<file path="config.mk">
export PLATFORM = sky130hd
export DESIGN_NAME = rvv_backend_trap_ctrl
export DESIGN_NICKNAME = d
export VERILOG_FILES = /design/src/rtl/rvv_backend_trap_ctrl.sv
export SDC_FILE = /design/constraint.sdc
export NUM_CORES = 1
export LEC_CHECK = 0
export BUFFER_PORTS_ARGS = -buffer_cell sky130_fd_sc_hd__buf_4
export CAP_MARGIN = 10
export CELL_PAD_IN_SITES_DETAIL_PLACEMENT = 0
export CELL_PAD_IN_SITES_GLOBAL_PLACEMENT = 1
export CORE_MARGIN = 2
export CORE_UTILIZATION = 43
export DETAILED_ROUTE_END_ITERATION = 12
export GPL_TIMING_DRIVEN = 0
export PLACE_DENSITY_LB_ADDON = 0.2
export SETUP_SLACK_MARGIN = 0.4
export SKIP_LAST_GASP = 1
export SYNTH_ARGS = -nofsm -noshare
export SYNTH_HDL_FRONTEND = slang
export SYNTH_SLANG_ARGS = --single-unit
</file>
<file path="constraint.sdc">
create_clock -name clk -period 2.2 [get_ports clk]
set_input_delay 0.11 -clock clk [delete_from_list [all_inputs] [get_ports clk]]
set_output_delay 0.11 -clock clk [all_outputs]
set_load 0.02 [all_outputs]
</file>
<file path="src/rtl/rvv_backend_trap_ctrl.sv">
// Trap sequencer between RVS and the RVV command queue. It stops the queue, flushes the
// command and uops queues, waits for older uops to retire, then acknowledges the trap.
module rvv_backend_trap_ctrl #(
   parameter int ROB_DEPTH     = 8,
   parameter int ROB_IDX_W     = $clog2(ROB_DEPTH),
   parameter int DRAIN_TIMEOUT = 1024,
   parameter int CNT_W         = 11
) (
   input  logic                 clk,
   input  logic                 rst_n,
   input  logic                 trap_valid_rvs2rvv,
   input  logic [ROB_IDX_W-1:0] trap_rob_entry_rvs2rvv,
   output logic                 trap_ready_rvv2rvs,
   input  logic                 rob_empty,
   input  logic [ROB_IDX_W-1:0] rob_head_entry,
   output logic                 stop_cmdq_wb2if,
   output logic                 flush_cmdq_wb2if,
   output logic                 flush_uopq,
   output logic                 trap_busy,
   output logic                 trap_timeout_err
);

   typedef enum logic [2:0] {
      S_IDLE  = 3'd0,
      S_STOP  = 3'd1,
      S_FLUSH = 3'd2,
      S_DRAIN = 3'd3,
      S_RESP  = 3'd4
   } state_t;

   localparam logic [CNT_W-1:0] TIMEOUT_C = CNT_W'(DRAIN_TIMEOUT);

   state_t               r_state;
   state_t               w_state_nxt;
   logic [ROB_IDX_W-1:0] r_entry;
   logic [CNT_W-1:0]     r_cnt;
   logic [CNT_W-1:0]     w_cnt_inc;
   logic                 w_drain_done;

   logic r_stop;
   logic r_flush;
   logic r_ready;
   logic r_busy;
   logic r_err;
   logic w_stop_nxt;
   logic w_flush_nxt;
   logic w_ready_nxt;
   logic w_busy_nxt;

   // The trapping entry itself is not waited on: head reaching it means all older uops retired.
   assign w_drain_done = rob_empty || (rob_head_entry == r_entry);
   assign w_cnt_inc    = (&r_cnt) ? r_cnt : r_cnt + CNT_W'(1);

   // State register; outputs are flopped from the decode of the next state.
   always_ff @(posedge clk or negedge rst_n) begin
      if (!rst_n) begin
         r_state <= S_IDLE;
         r_stop  <= 1'b0;
         r_flush <= 1'b0;
         r_ready <= 1'b0;
         r_busy  <= 1'b0;
      end else begin
         r_state <= w_state_nxt;
         r_stop  <= w_stop_nxt;
         r_flush <= w_flush_nxt;
         r_ready <= w_ready_nxt;
         r_busy  <= w_busy_nxt;
      end
   end

   always_comb begin
      w_state_nxt = r_state;
      case (r_state)
         S_IDLE:  if (trap_valid_rvs2rvv) w_state_nxt = S_STOP;
         S_STOP:  w_state_nxt = S_FLUSH;
         S_FLUSH: w_state_nxt = S_DRAIN;
         S_DRAIN: if (w_drain_done) w_state_nxt = S_RESP;
         // Ready is high throughout RESP, so valid alone completes the handshake.
         S_RESP:  if (trap_valid_rvs2rvv) w_state_nxt = S_IDLE;
         default: w_state_nxt = S_IDLE;
      endcase
   end

   always_comb begin
      w_stop_nxt  = (w_state_nxt != S_IDLE);
      w_flush_nxt = (w_state_nxt == S_FLUSH);
      w_ready_nxt = (w_state_nxt == S_RESP);
      w_busy_nxt  = (w_state_nxt != S_IDLE);
   end

   always_ff @(posedge clk or negedge rst_n) begin
      if (!rst_n) begin
         r_entry <= '0;
      end else if ((r_state == S_IDLE) && trap_valid_rvs2rvv) begin
         r_entry <= trap_rob_entry_rvs2rvv;
      end
   end

   // Counter value equals the number of completed DRAIN cycles of the current trap.
   always_ff @(posedge clk or negedge rst_n) begin
      if (!rst_n) begin
         r_cnt <= '0;
      end else if (r_state == S_FLUSH) begin
         r_cnt <= '0;
      end else if (r_state == S_DRAIN) begin
         r_cnt <= w_cnt_inc;
      end
   end

   always_ff @(posedge clk or negedge rst_n) begin
      if (!rst_n) begin
         r_err <= 1'b0;
      end else if ((r_state == S_DRAIN) && (w_cnt_inc == TIMEOUT_C)) begin
         r_err <= 1'b1;
      end
   end

   assign stop_cmdq_wb2if    = r_stop;
   assign flush_cmdq_wb2if   = r_flush;
   assign flush_uopq         = r_flush;
   assign trap_ready_rvv2rvs = r_ready;
   assign trap_busy          = r_busy;
   assign trap_timeout_err   = r_err;

endmodule

</file>
==> Word-level counts from Yosys, hierarchy flattened <==
Index checks and enable logic that the tools add are counted.
{ "totals": {"ff_bits": 21, "output_inout_bits": 6, "word_cells": 30, "in_bits": 10} }
{ "classes": {"mux": 7, "reduce_logical": 7, "n_eq_ne": 8, "n_addsub": 1} }
{ "op_table": {"columns": ["cell", "n"], "rows": [
  ["two-way mux 11 bit", 3],
  ["case mux 3 bit (5 select lines)", 1],
  ["adder 11 x 1 -> 11 bit (second input constant)", 1],
  ["== test 11 bit (second input constant)", 1],
  ["AND reduction 11 bit", 1],
  ["== test 3 x 2 -> 1 bit (second input constant)", 3],
  ["two-way mux 3 bit", 3],
  ["== test 3 bit (second input constant)", 2],
  ["== test 3 x 1 -> 1 bit (second input constant)", 1],
  ["== test 3 bit", 1],
  ["zero test 3 bit", 1],
  ["nonzero test 3 bit", 1],
  ["logical AND 1 bit", 2],
  ["nonzero test 2 bit", 1],
  ["logical OR 1 bit", 1]
]} }

==> Depth between registers and ports, before layout <==
Gate-level depths: netlist (run 1).
{ "depth": {"depth_word": 5, "mapped_depth": 8, "depth_no_buf": 6} }

==> Worst setup path before layout (run 1) <==
OpenSTA, ideal clock, no wires.
{ "synth_path": {"path_kind": "reg2reg", "from": "reg r_cnt[0]", "to": "reg r_err, in the netlist trap_timeout_err", "path_slack_ns": 0.508, "arrival_time_ns": 1.626, "t_required_ns": 2.134, "setup_time_ns": 0.066, "period_less_slack_ns": 1.692, "path_stages_with_launch": 7, "cell_sequence": "dfrtp_1 -> ha_1 -> nand3_1 -> o41ai_2 -> xor2_1 -> o2111a_1 -> a31o_1"} }
{ "synth_via": {"elab_chain_len": 4, "word_cells_on_any_way": 5} }
{ "synth_rtl": {"columns": ["element", "line", "rtl"], "rows": [
  ["start, declared", "36", "logic [CNT_W-1:0] r_cnt;"],
  ["start signal, assigned", "106", "r_cnt <= w_cnt_inc;"],
  ["adder 11 x 1 -> 11 bit / AND reduction 11 bit (equally long branches)", "52", "assign w_cnt_inc = (&r_cnt) ? r_cnt : r_cnt + CNT_W'(1);"],
  ["two-way mux 11 bit (*)", "52", null],
  ["== test 11 bit (*)", "113", "end else if ((r_state == S_DRAIN) && (w_cnt_inc == TIMEOUT_C)) begin"],
  ["logical AND 1 bit (*)", "113", null],
  ["end signal, assigned", "112", "r_err <= 1'b0;"],
  ["end signal, assigned", "114", "r_err <= 1'b1;"],
  ["end, declared", "44", "logic r_err;"]
]} }
Every way passes the cells marked *; elsewhere a longest branch is shown, timed or not.
A chain may end at the register's enable or synchronous reset.

==> Final worst setup path (run 1) <==
{ "layout_path": {"from": "reg r_cnt[2]", "to": "reg r_err, in the netlist trap_timeout_err"} }
The elaborated chain is that of the path after synthesis.

==> results.cfg, run 1 <==
[run_status]
outcome = finished, final reports clean

[grt]
grt_pass1_wl_um = 4390
globalRouteTotalUtil = 0.174
grtUsageMet3 = 0.0207
grtUsageMet1 = 0.232
first_global_vias = 991
gr-total-overflow = 0
grt_max_degree = 22
top_usage_layer = met2
antenna_found_initial = 0
met2_usage = 0.282

[synthesis]
ys_warn_count = 0
synthTopCellsByArea = dfrtp_1 44%, o21ai_0 5.0%, xnor2_1 4.4%, a21oi_1 4.2%, nand2_1 3.7%
synth_nets = 142
synth_cell_types = 40
ys_ff_latch = 21
syn_area_sq_um = 1200
synth_area_leader_cell = dfrtp_1
avgSynthCellArea_sq_um = 9.19
ys_seq_area_frac = 0.437
netlist_instances = 131
synth_top_area_frac = 0.437

[finish]
area_growth_pct = 27.3
drive_gt1_frac = 0.310
final_common_cell = buf_4
fin_area_sq_um = 1530
layout.nets = 170
fillers = 275
final_util = 0.566
diodes = 0
layout_common_cells = 27 x buf_4, 20 x dfrtp_1, 12 x nand2_1, 12 x o21ai_0, 10 x a21oi_1

[sta]
fin_ws_ns = 0.454
maxSlewHeadroom = 0.670
setup_viol = 0
fmax_ghz = 0.573
period_needed_ns = 1.75
finalCritPeriodShare = 0.794
fin_tns_setup_ns = 0
fin_skew_ns = 0.00202
rsz0062_at_grt = true
finalHoldViolations = 0
slew_violations = 0
tightestPinTransition_ns = 0.494

[clocking]
root_buffer = clkbuf_4
cts_tree = built
htreeDepth = 1
clk_pin_slew_worst_paths_ns = 0.13
clk-insertion-delay-late_ns = 0.32
cts_sinks = 21
clockBufferDepth = 2
cts_made_buffers = 3

[detailed_routing]
num_vias = 1066
post_drt_wl_per_cell_um = 14.5
drc = 0
ant_nets = 0
drt_iter0_markers = 29
drt_wl_total_um = 2740
drt-pass1-iter-count = 4
viasPerCell = 5.64

[flow_run]
max-cap-violations = 0

[setup_path]
critPathRequiredTime_ns = 2.47
slowest_delay_ns = 0.40
critPathKind = reg -> reg
crit_family = compound AO/OA/AOI/OAI gates
rr_startpoint = r_cnt[2]
critical_path_buf_inv_count = 3
worstPathMaxFanout = 8
path_cells = buf_6 -> and3_1 -> buf_4 -> and3_1 -> buf_4 -> a211o_1 -> o31ai_1 -> a31o_1
endpoint_kind = flip-flop
slowest_stage = dfrtp_1
arrival_ns = 2.02
critPathLaunch = r_cnt[2]
critPathLaunchType = flip-flop

[placement]
hpwl_um = 1810
post-place-ws_ns = 0.277
dpl_cell_area_sq_um = 1360
routabilityCongestion = 0.826
io_buffers = 15

[floorplan]
fp.dieH_um = 56.9
die_area_sq_um = 3240
rows = 19
core_area_sq_um = 2710
pin_count = 16
start_util = 0.444
die_x_um = 56.9

[power]
total_power_mw = 1.47
p_leak_nw = 0.647
ir_drop_mv = 0.848
p_per_area_nw_per_um2 = 961

[min_path]
hold_class = in -> reg
min-delay-start = trap_rob_entry_rvs2rvv[0]
final cells by class:
type	instances	area, sq um	area share
plain buffers	12	77.6	0.0506
clock buffers	3	22.5	0.0147
clock inverters	1	7.51	0.00490
inverters	4	15.0	0.00980
multi-input cells	94	666	0.434
flip-flops and latches	21	527	0.344
well taps	31	38.8	0.0253
repair buffers	23	179	0.117
layer usage:
layer / up-vias / part of all wire
li1: 529 / -
met1: 514 / 0.47
met4: 0 / 0.019
met2: 18 / 0.48
met3: 5 / 0.030
met5: - / 0
Yosys cell counts:
master / number
a211o_1: 1
a211oi_1: 1
a21oi_1: 10
a22oi_1: 2
a31o_1: 1
a31o_2: 1
a31oi_1: 3
a41oi_1: 2
and2_1: 1
and3_1: 4
buf_2: 3
buf_4: 4
buf_6: 1
clkbuf_1: 4
dfrtp_1: 21
ha_1: 1
inv_1: 4
mux2_2: 3
mux2i_1: 1
nand2_1: 12
nand2b_1: 1
nand3_1: 6
nand4_1: 1
nand4b_1: 1
nor2_1: 7
nor2b_1: 1
nor3_1: 5
nor4_1: 1
nor4b_1: 1
o2111a_1: 1
o21ai_0: 12
o21bai_1: 1
o22a_1: 1
o311ai_0: 1
o311ai_1: 1
o31ai_1: 1
o41ai_2: 1
or4b_1: 1
xnor2_1: 6
xor2_1: 1
cells by family (layout without fill, tap and decap cells):
family | count (synthesis) | count (layout) | share of synthesized area
AO/OA/AOI/OAI | 40 | 40 | 0.219
flip-flops | 21 | 21 | 0.437
AND/OR/NAND/NOR | 42 | 42 | 0.175
multiplexers | 4 | 4 | 0.0364
buffers and inverters | 16 | 43 | 0.0717
adder cells (fa/ha/maj) | 1 | 1 | 0.0104
XOR/XNOR | 7 | 7 | 0.0509
path summary, 6_finish.rpt:
path / end / slack (ns) / cells after the start
setup / recovery: trap_timeout_err / 0.45 / 8
hold / removal: r_entry[0] / 0.02 / 2
setup reg to reg: trap_timeout_err / 0.45 / 8
hold reg to reg: trap_timeout_err / 0.50 / 1
max in group asynchronous: r_cnt[7] / 1.78 / 2
min in group asynchronous: trap_ready_rvv2rvs / 0.19 / 2
stage by stage:
| stage | hold WS, ns | instances |
|---|---|---|
| 2_1_floorplan | -0.186 | 131 |
| 3_3_place_gp | 0.00935 | 177 |
| 3_5_place_dp | 0.0117 | 177 |
| 4_1_cts | 0.00340 | 183 |
| 5_1_grt | 0.0126 | 189 |
| 6_report | 0.0151 | 189 |
where the power goes:
part	total (mW)	leakage, nW	internal (mW)	switching (mW)
logic	0.707	0.360	0.323	0.384
registers	0.561	0.273	0.486	0.0755
clock network	0.205	0.0139	0.0696	0.135
total	1.47	0.647	0.879	0.594
registers in the layout, indices dropped and copies added, names as in the netlist:
name and count:
r_cnt 11, r_entry 3, r_state 3, flush_cmdq_wb2if 1
trap_busy 1, trap_ready_rvv2rvs 1, trap_timeout_err 1
what timing repair did:
action | in CTS | in global routing
hold endpoints to repair | 21 | 0
pin swaps | 1 | 4
endpoints found under the setup margin | 13 | 9
gates resized for setup | 7 | 12
cloned | 0 | 1
setup buffers | 1 | 5
hold buffers | 1 | 0
No activity file was read; power rests on OpenSTA's default activity.
==> run 2: changes to the inputs <==
- ABC_AREA: not set -> 1
- CORE_UTILIZATION: 43 -> 37
- clock period: 2.2 -> 1.49 ns (I/O delays scaled with it)
==> run 2 against run 1 <==
Effect of this change: the run now ends with setup timing left; non-clock buffer count grew 5; flip-flop and latch count is the same; sequential power grew 51%; cell count grew 24%; total power grew 57%; worst hold slack gained 0.043 ns; die area grew 16%; final area grew 18%; clock power grew 40%; critical path depth grew 1; critical endpoint unchanged; largest power group unchanged.
==> results.cfg, run 2 <==
[synthesis]
syn_area_sq_um = 1210
yosys-mux-area-fraction = 0.0279
synth_top_family_by_area = simple AND/OR/NAND/NOR gates
synth_most_common_cell = nand2_1
ys_seq_area_frac = 0.433
ys_warn_count = 0
synth_adder_area_share = 0.0103
synthFlopType = dfrtp_1
synth_area_leader_cell = dfrtp_1
async_flop_share = 1.00
ys_top_cells_by_count = 37 x nand2_1, 21 x dfrtp_1, 18 x inv_1
synth-compound-area-share = 0.0722
synth_nets = 160
synth-simple-area-share = 0.323
netlist_instances = 149
synth_xor_area_frac = 0.0433
ys_ff_latch = 21
synth_top_area_frac = 0.433
synth_enable_flop_cells = 0
avgSynthCellArea_sq_um = 8.14
synth_cell_types = 26
synthTopCellsByArea = dfrtp_1 43%, nand2_1 11%, nand3_1 6.2%, inv_1 5.6%, nor2_1 4.0%

[setup_path]
critPathKind = reg -> reg
critPathLaunch = r_cnt[0]
arrival_ns = 1.82
crit_top_cell = nand2_1
critPathRequiredTime_ns = 1.75
path_cells = buf_4 -> nand3_1 -> o21ai_0 -> nand3_2 -> nor2_1 -> nand2_1 -> nor2_2 -> nand2_1 -> nand2_1
crit_family = simple AND/OR/NAND/NOR gates
rr_startpoint = r_cnt[0]
slowest_delay_ns = 0.43
critPathLaunchType = flip-flop
critical_path_buf_inv_count = 1
slowest_stage = dfrtp_2
worstPathMaxFanout = 6
endpoint_kind = flip-flop

[clocking]
cts_made_buffers = 3
htreeDepth = 1
cts_tree = built
clockBufferDepth = 2
cts_sinks = 21
root_buffer = clkbuf_4
clk_pin_slew_worst_paths_ns = 0.13
clk-insertion-delay-late_ns = 0.31

[power]
p_seq_frac = 0.367
combPwrFrac = 0.509
p_per_area_nw_per_um2 = 1280
ir_drop_mv = 1.06
p_sw_mw = 0.942
p_leak_nw = 0.856
netSwitchingFraction = 0.408
total_power_mw = 2.31
intPower_mw = 1.37
pwr-share-clk = 0.124

[min_path]
min-delay-start = rob_empty
hold_class = in -> reg

[floorplan]
core_area_sq_um = 3080
die_area_sq_um = 3750
rows = 20
die_x_um = 61.2
start_util = 0.394
pin_count = 16
fp.dieH_um = 61.2

[placement]
dpl_cell_area_sq_um = 1390
hpwl_um = 1960
routabilityCongestion = 0.779
io_buffers = 15

[finish]
largest_reg_flops = 11
drive_gt1_frac = 0.450
area_growth_pct = 48.8
reg_top3 = r_cnt (11), r_entry (3), r_state (3)
fin_area_sq_um = 1800
final_util = 0.586
diodes = 0
max_flop_register = r_cnt
layout_common_cells = 29 x nand2_1, 28 x buf_4, 17 x dfrtp_1
final_common_cell = nand2_1
layout.nets = 203

[detailed_routing]
num_vias = 1125
ant_nets = 0
drt-pass1-iter-count = 4
viasPerCell = 4.79
drc = 0
drt_wl_total_um = 3070
drt_iter0_markers = 23
post_drt_wl_per_cell_um = 13.1

[sta]
tightestPinTransition_ns = 0.283
finalCritPeriodShare = 1.04
slew_violations = 0
maxSlewHeadroom = 0.811
fin_tns_setup_ns = -0.0643
finalHoldViolations = 0
fin_ws_ns = -0.0643
fmax_ghz = 0.643
fin_skew_ns = 0.00883
whs_ns = 0.0578
setup_viol = 1
period_needed_ns = 1.55
rsz0062_at_grt = true

[grt]
grt_pass1_wl_um = 5150
grt_max_degree = 22
antenna_found_initial = 0
globalRouteTotalUtil = 0.188
first_global_vias = 1131
gr-total-overflow = 0

[run_status]
outcome = finished, violations left
violations = setup timing

[flow_run]
max-cap-violations = 0
==> run 2: cell types whose count changed after synthesis, sizes merged, moves of 4 or more <==
cell    delta
a21oi      -9
nor2      +10
buf        -5
clkbuf     -4
nand2     +29
inv       +15
nand3     +10
and3       -4
==> run 2: power groups by stage <==
stage               logic (mW)  registers, mW  clock network, mW
finish                    1.18          0.847              0.286
global route              1.29          0.864              0.312
CTS                       1.04          0.843              0.300
detailed placement       0.821          0.840                  0
global placement         0.812          0.832                  0
floorplan                0.543          0.859                  0
==> run 2: cells by family after synthesis <==
group,count (synthesis)
adders and majority gates,1
buffers and inverters,23
DFF,21
xor gates and xnor gates,6
and+or+nand+nor,80
AOI/OAI and AO/OA,15
muxes,3
==> run 2: stage by stage <==
stage / setup WS, ns / cells
after floorplan: 0.0353 / 149
after global placement: -0.250 / 208
after detailed placement: -0.275 / 208
after CTS: -0.0699 / 229
after global routing: -0.165 / 235
final: -0.0643 / 235
==> run 2: worst reg2reg max path, delay by kind of cell (launching register included) <==
family                 cells  cell delay [ns]
and+or+nand+nor            7             0.69
buffers and inverters      1             0.16
DFF                        1             0.43
AOI/OAI and AO/OA          1             0.24
==> run 2: path summary, 6_finish.rpt <==
| check | slack (ns) | end | depth (start not counted) |
|---|---|---|---|
| worst max-delay path | -0.06 | trap_timeout_err | 9 |
| worst min register to register | 0.49 | trap_timeout_err | 2 |
| worst min-delay path | 0.06 | r_state[0] | 4 |
| max in group asynchronous | 1.08 | r_state[0] | 2 |
| worst max register to register | -0.06 | trap_timeout_err | 9 |
| min in group asynchronous | 0.17 | r_cnt[3] | 2 |
==> run 2: layout make-up <==
type | count | area, sq um
flip-flops and latches | 21 | 531
inverters | 20 | 92.6
clock buffers | 4 | 26.3
well taps | 44 | 55.1
plain buffers | 3 | 22.5
repair buffers | 37 | 327
multi-input cells | 106 | 751
fillers | 291 | 1270
==> run 2: timing repair <==
item                                    4_1_cts  5_1_grt
endpoints found under the setup margin       20       21
hold endpoints to repair                     24        0
hold buffers                                  4        0
gates resized for setup                      26       20
gates cloned                                  1        0
setup buffers                                12        6
pin swaps                                    12       13
==> run 2: metal layers <==
metal	GRT usage	vias to the layer above	part of all wire
li1	-	563	-
met1	0.259	539	0.46
met2	0.296	15	0.49
met3	0.0294	8	0.028
met4	0.0714	0	0.021
met5	0	-	0
==> run 3: changes to the inputs <==
- CELL_PAD_IN_SITES_DETAIL_PLACEMENT: 0 -> not set
- CELL_PAD_IN_SITES_GLOBAL_PLACEMENT: 1 -> not set
- CORE_UTILIZATION: 37 -> 50
==> run 3 against run 2 <==
Effect of this change: the flow still finishes with violations (setup timing); non-clock buffer count increased by 1; clock power about the same; clock-buffer cell count is the same; die area shrank 24%; global-route usage increased by 5.9 points; critical path type unchanged; critical endpoint unchanged.
==> results.cfg, run 3 (synthesis results as in run 2) <==
[grt]
grt_pass1_wl_um = 4930
gr-total-overflow = 0
antenna_found_initial = 0
globalRouteTotalUtil = 0.246
first_global_vias = 1104
grt_max_degree = 22

[floorplan]
pin_count = 16
die_area_sq_um = 2830
start_util = 0.538
core_area_sq_um = 2250
rows = 17
fp.dieH_um = 53.2
die_x_um = 53.2

[setup_path]
endpoint_kind = flip-flop
crit_family = simple AND/OR/NAND/NOR gates
slowest_stage = dfrtp_2
crit_top_cell = nand2_1
critPathKind = reg -> reg
critical_path_buf_inv_count = 1
slowest_delay_ns = 0.45
worstPathMaxFanout = 5
path_cells = ha_4 -> nand2_4 -> nor2_4 -> nand3_4 -> buf_4 -> nand2_1 -> nor2_1 -> nand2_1 -> nor2_2 -> nand2_1 -> nand2_1
critPathRequiredTime_ns = 1.75
ff2ff_setup_slack_ns = -0.12
critPathLaunchType = flip-flop
arrival_ns = 1.87

[power]
ir_drop_mv = 1.29
p_leak_nw = 0.850
p_per_area_nw_per_um2 = 1390

[finish]
final_util = 0.779
reg_top3 = r_cnt (11), r_entry (3), r_state (3)
max_flop_register = r_cnt
diodes = 0
drive_gt1_frac = 0.448
layout_common_cells = 31 x buf_4, 30 x nand2_1, 17 x dfrtp_1
layout.nets = 204
multi_input_area_sq_um = 722
area_growth_pct = 44.8
regArea_sq_um = 531
final_common_cell = buf_4
fillers = 147
largest_reg_flops = 11

[sta]
tightestPinTransition_ns = 0.290
maxSlewHeadroom = 0.807
fin_ws_ns = -0.121
whs_ns = 0.0677
finalHoldViolations = 0
finalCritPeriodShare = 1.08
slew_violations = 0
fin_skew_ns = 0.00696
setup_viol = 1
fmax_ghz = 0.621
period_needed_ns = 1.61
rsz0062_at_grt = true

[clocking]
cts_sinks = 21
htreeDepth = 1
root_buffer = clkbuf_4
clockBufferDepth = 2
clk_pin_slew_worst_paths_ns = 0.12
cts_made_buffers = 3
cts_tree = built
clk-insertion-delay-late_ns = 0.31

[run_status]
violations = setup timing
outcome = finished, violations left

[detailed_routing]
drt-pass1-iter-count = 4
drc = 0
drt_wl_total_um = 3420
drt_iter0_markers = 26
ant_nets = 0
num_vias = 1203
post_drt_wl_per_cell_um = 15.6
viasPerCell = 5.47

[placement]
hpwl_um = 1840
io_buffers = 15
routabilityCongestion = 0.850

[flow_run]
max-cap-violations = 0

[min_path]
hold_class = in -> reg
run 3: cell count changes in the layout (fill, tap and decap cells not counted):
| cell | delta |
|---|---|
| nand3_2 | +3 |
| nand3_4 | -3 |
| nand2_2 | -1 |
| buf_4 | +3 |
| nand2_1 | +1 |
| o21ai_1 | +1 |
| o21ai_2 | -1 |
| inv_1 | -1 |
| inv_2 | +1 |
| buf_6 | -2 |
run 3: timing repair:
action,in CTS,in global routing
cloned,1,0
gates resized for setup,25,15
hold buffers,4,0
hold endpoints to repair,24,0
pin swaps,10,15
setup buffers,11,8
endpoints found under the setup margin,20,22
run 3: worst reg2reg max path, cell delays in order, from the launching register on:
cell,delay [ns]
dfrtp_2,0.45
ha_4,0.19
nand2_4,0.08
nor2_4,0.05
nand3_4,0.11
buf_4,0.13
nand2_1,0.07
nor2_1,0.13
nand2_1,0.08
nor2_2,0.14
nand2_1,0.07
nand2_1,0.06
run 3: layout make-up:
| class | count | share of cell area |
|---|---|---|
| multi-input cells | 106 | 0.411 |
| flip-flops and latches | 21 | 0.302 |
| plain buffers | 3 | 0.0128 |
| inverters | 20 | 0.0527 |
| repair buffers | 38 | 0.186 |
| well taps | 28 | 0.0200 |
| clock buffers | 4 | 0.0150 |
run 3: final timing paths:
check                      depth (start not counted)          endpoint               start
setup / recovery                                  11  trap_timeout_err            r_cnt[0]
hold reg to reg                                    2  trap_timeout_err    trap_timeout_err
min in group asynchronous                          2          r_cnt[9]               rst_n
setup reg to reg                                  11  trap_timeout_err            r_cnt[0]
hold / removal                                     3        r_state[0]  trap_valid_rvs2rvv
max in group asynchronous                          2        r_state[1]               rst_n
run 3: power breakdown:
part           internal, mW  switching, mW
Combinational         0.663          0.661
Clock                 0.105          0.181
Sequential            0.715          0.123
run 3: through the flow:
stage / setup WS (ns) / cells / power, mW / TNS, ns / cell area (sq um)
2_1_floorplan: 0.0353 / 149 / 1.40 / 0 / 1220
3_3_place_gp: -0.219 / 192 / 1.62 / -0.262 / 1370
5_1_grt: -0.207 / 220 / 2.60 / -0.290 / 1760
3_5_place_dp: -0.251 / 192 / 1.66 / -0.425 / 1370
4_1_cts: -0.0499 / 212 / 2.14 / -0.0499 / 1620
6_report: -0.121 / 220 / 2.45 / -0.121 / 1760
run 3: layer usage:
layer / vias up / routed length (um) / global-route usage
met5: - / 0 / 0
met4: 0 / 110 / 0.111
met3: 16 / 133 / 0.0367
met2: 50 / 1770 / 0.426
met1: 564 / 1410 / 0.298
li1: 573 / - / -
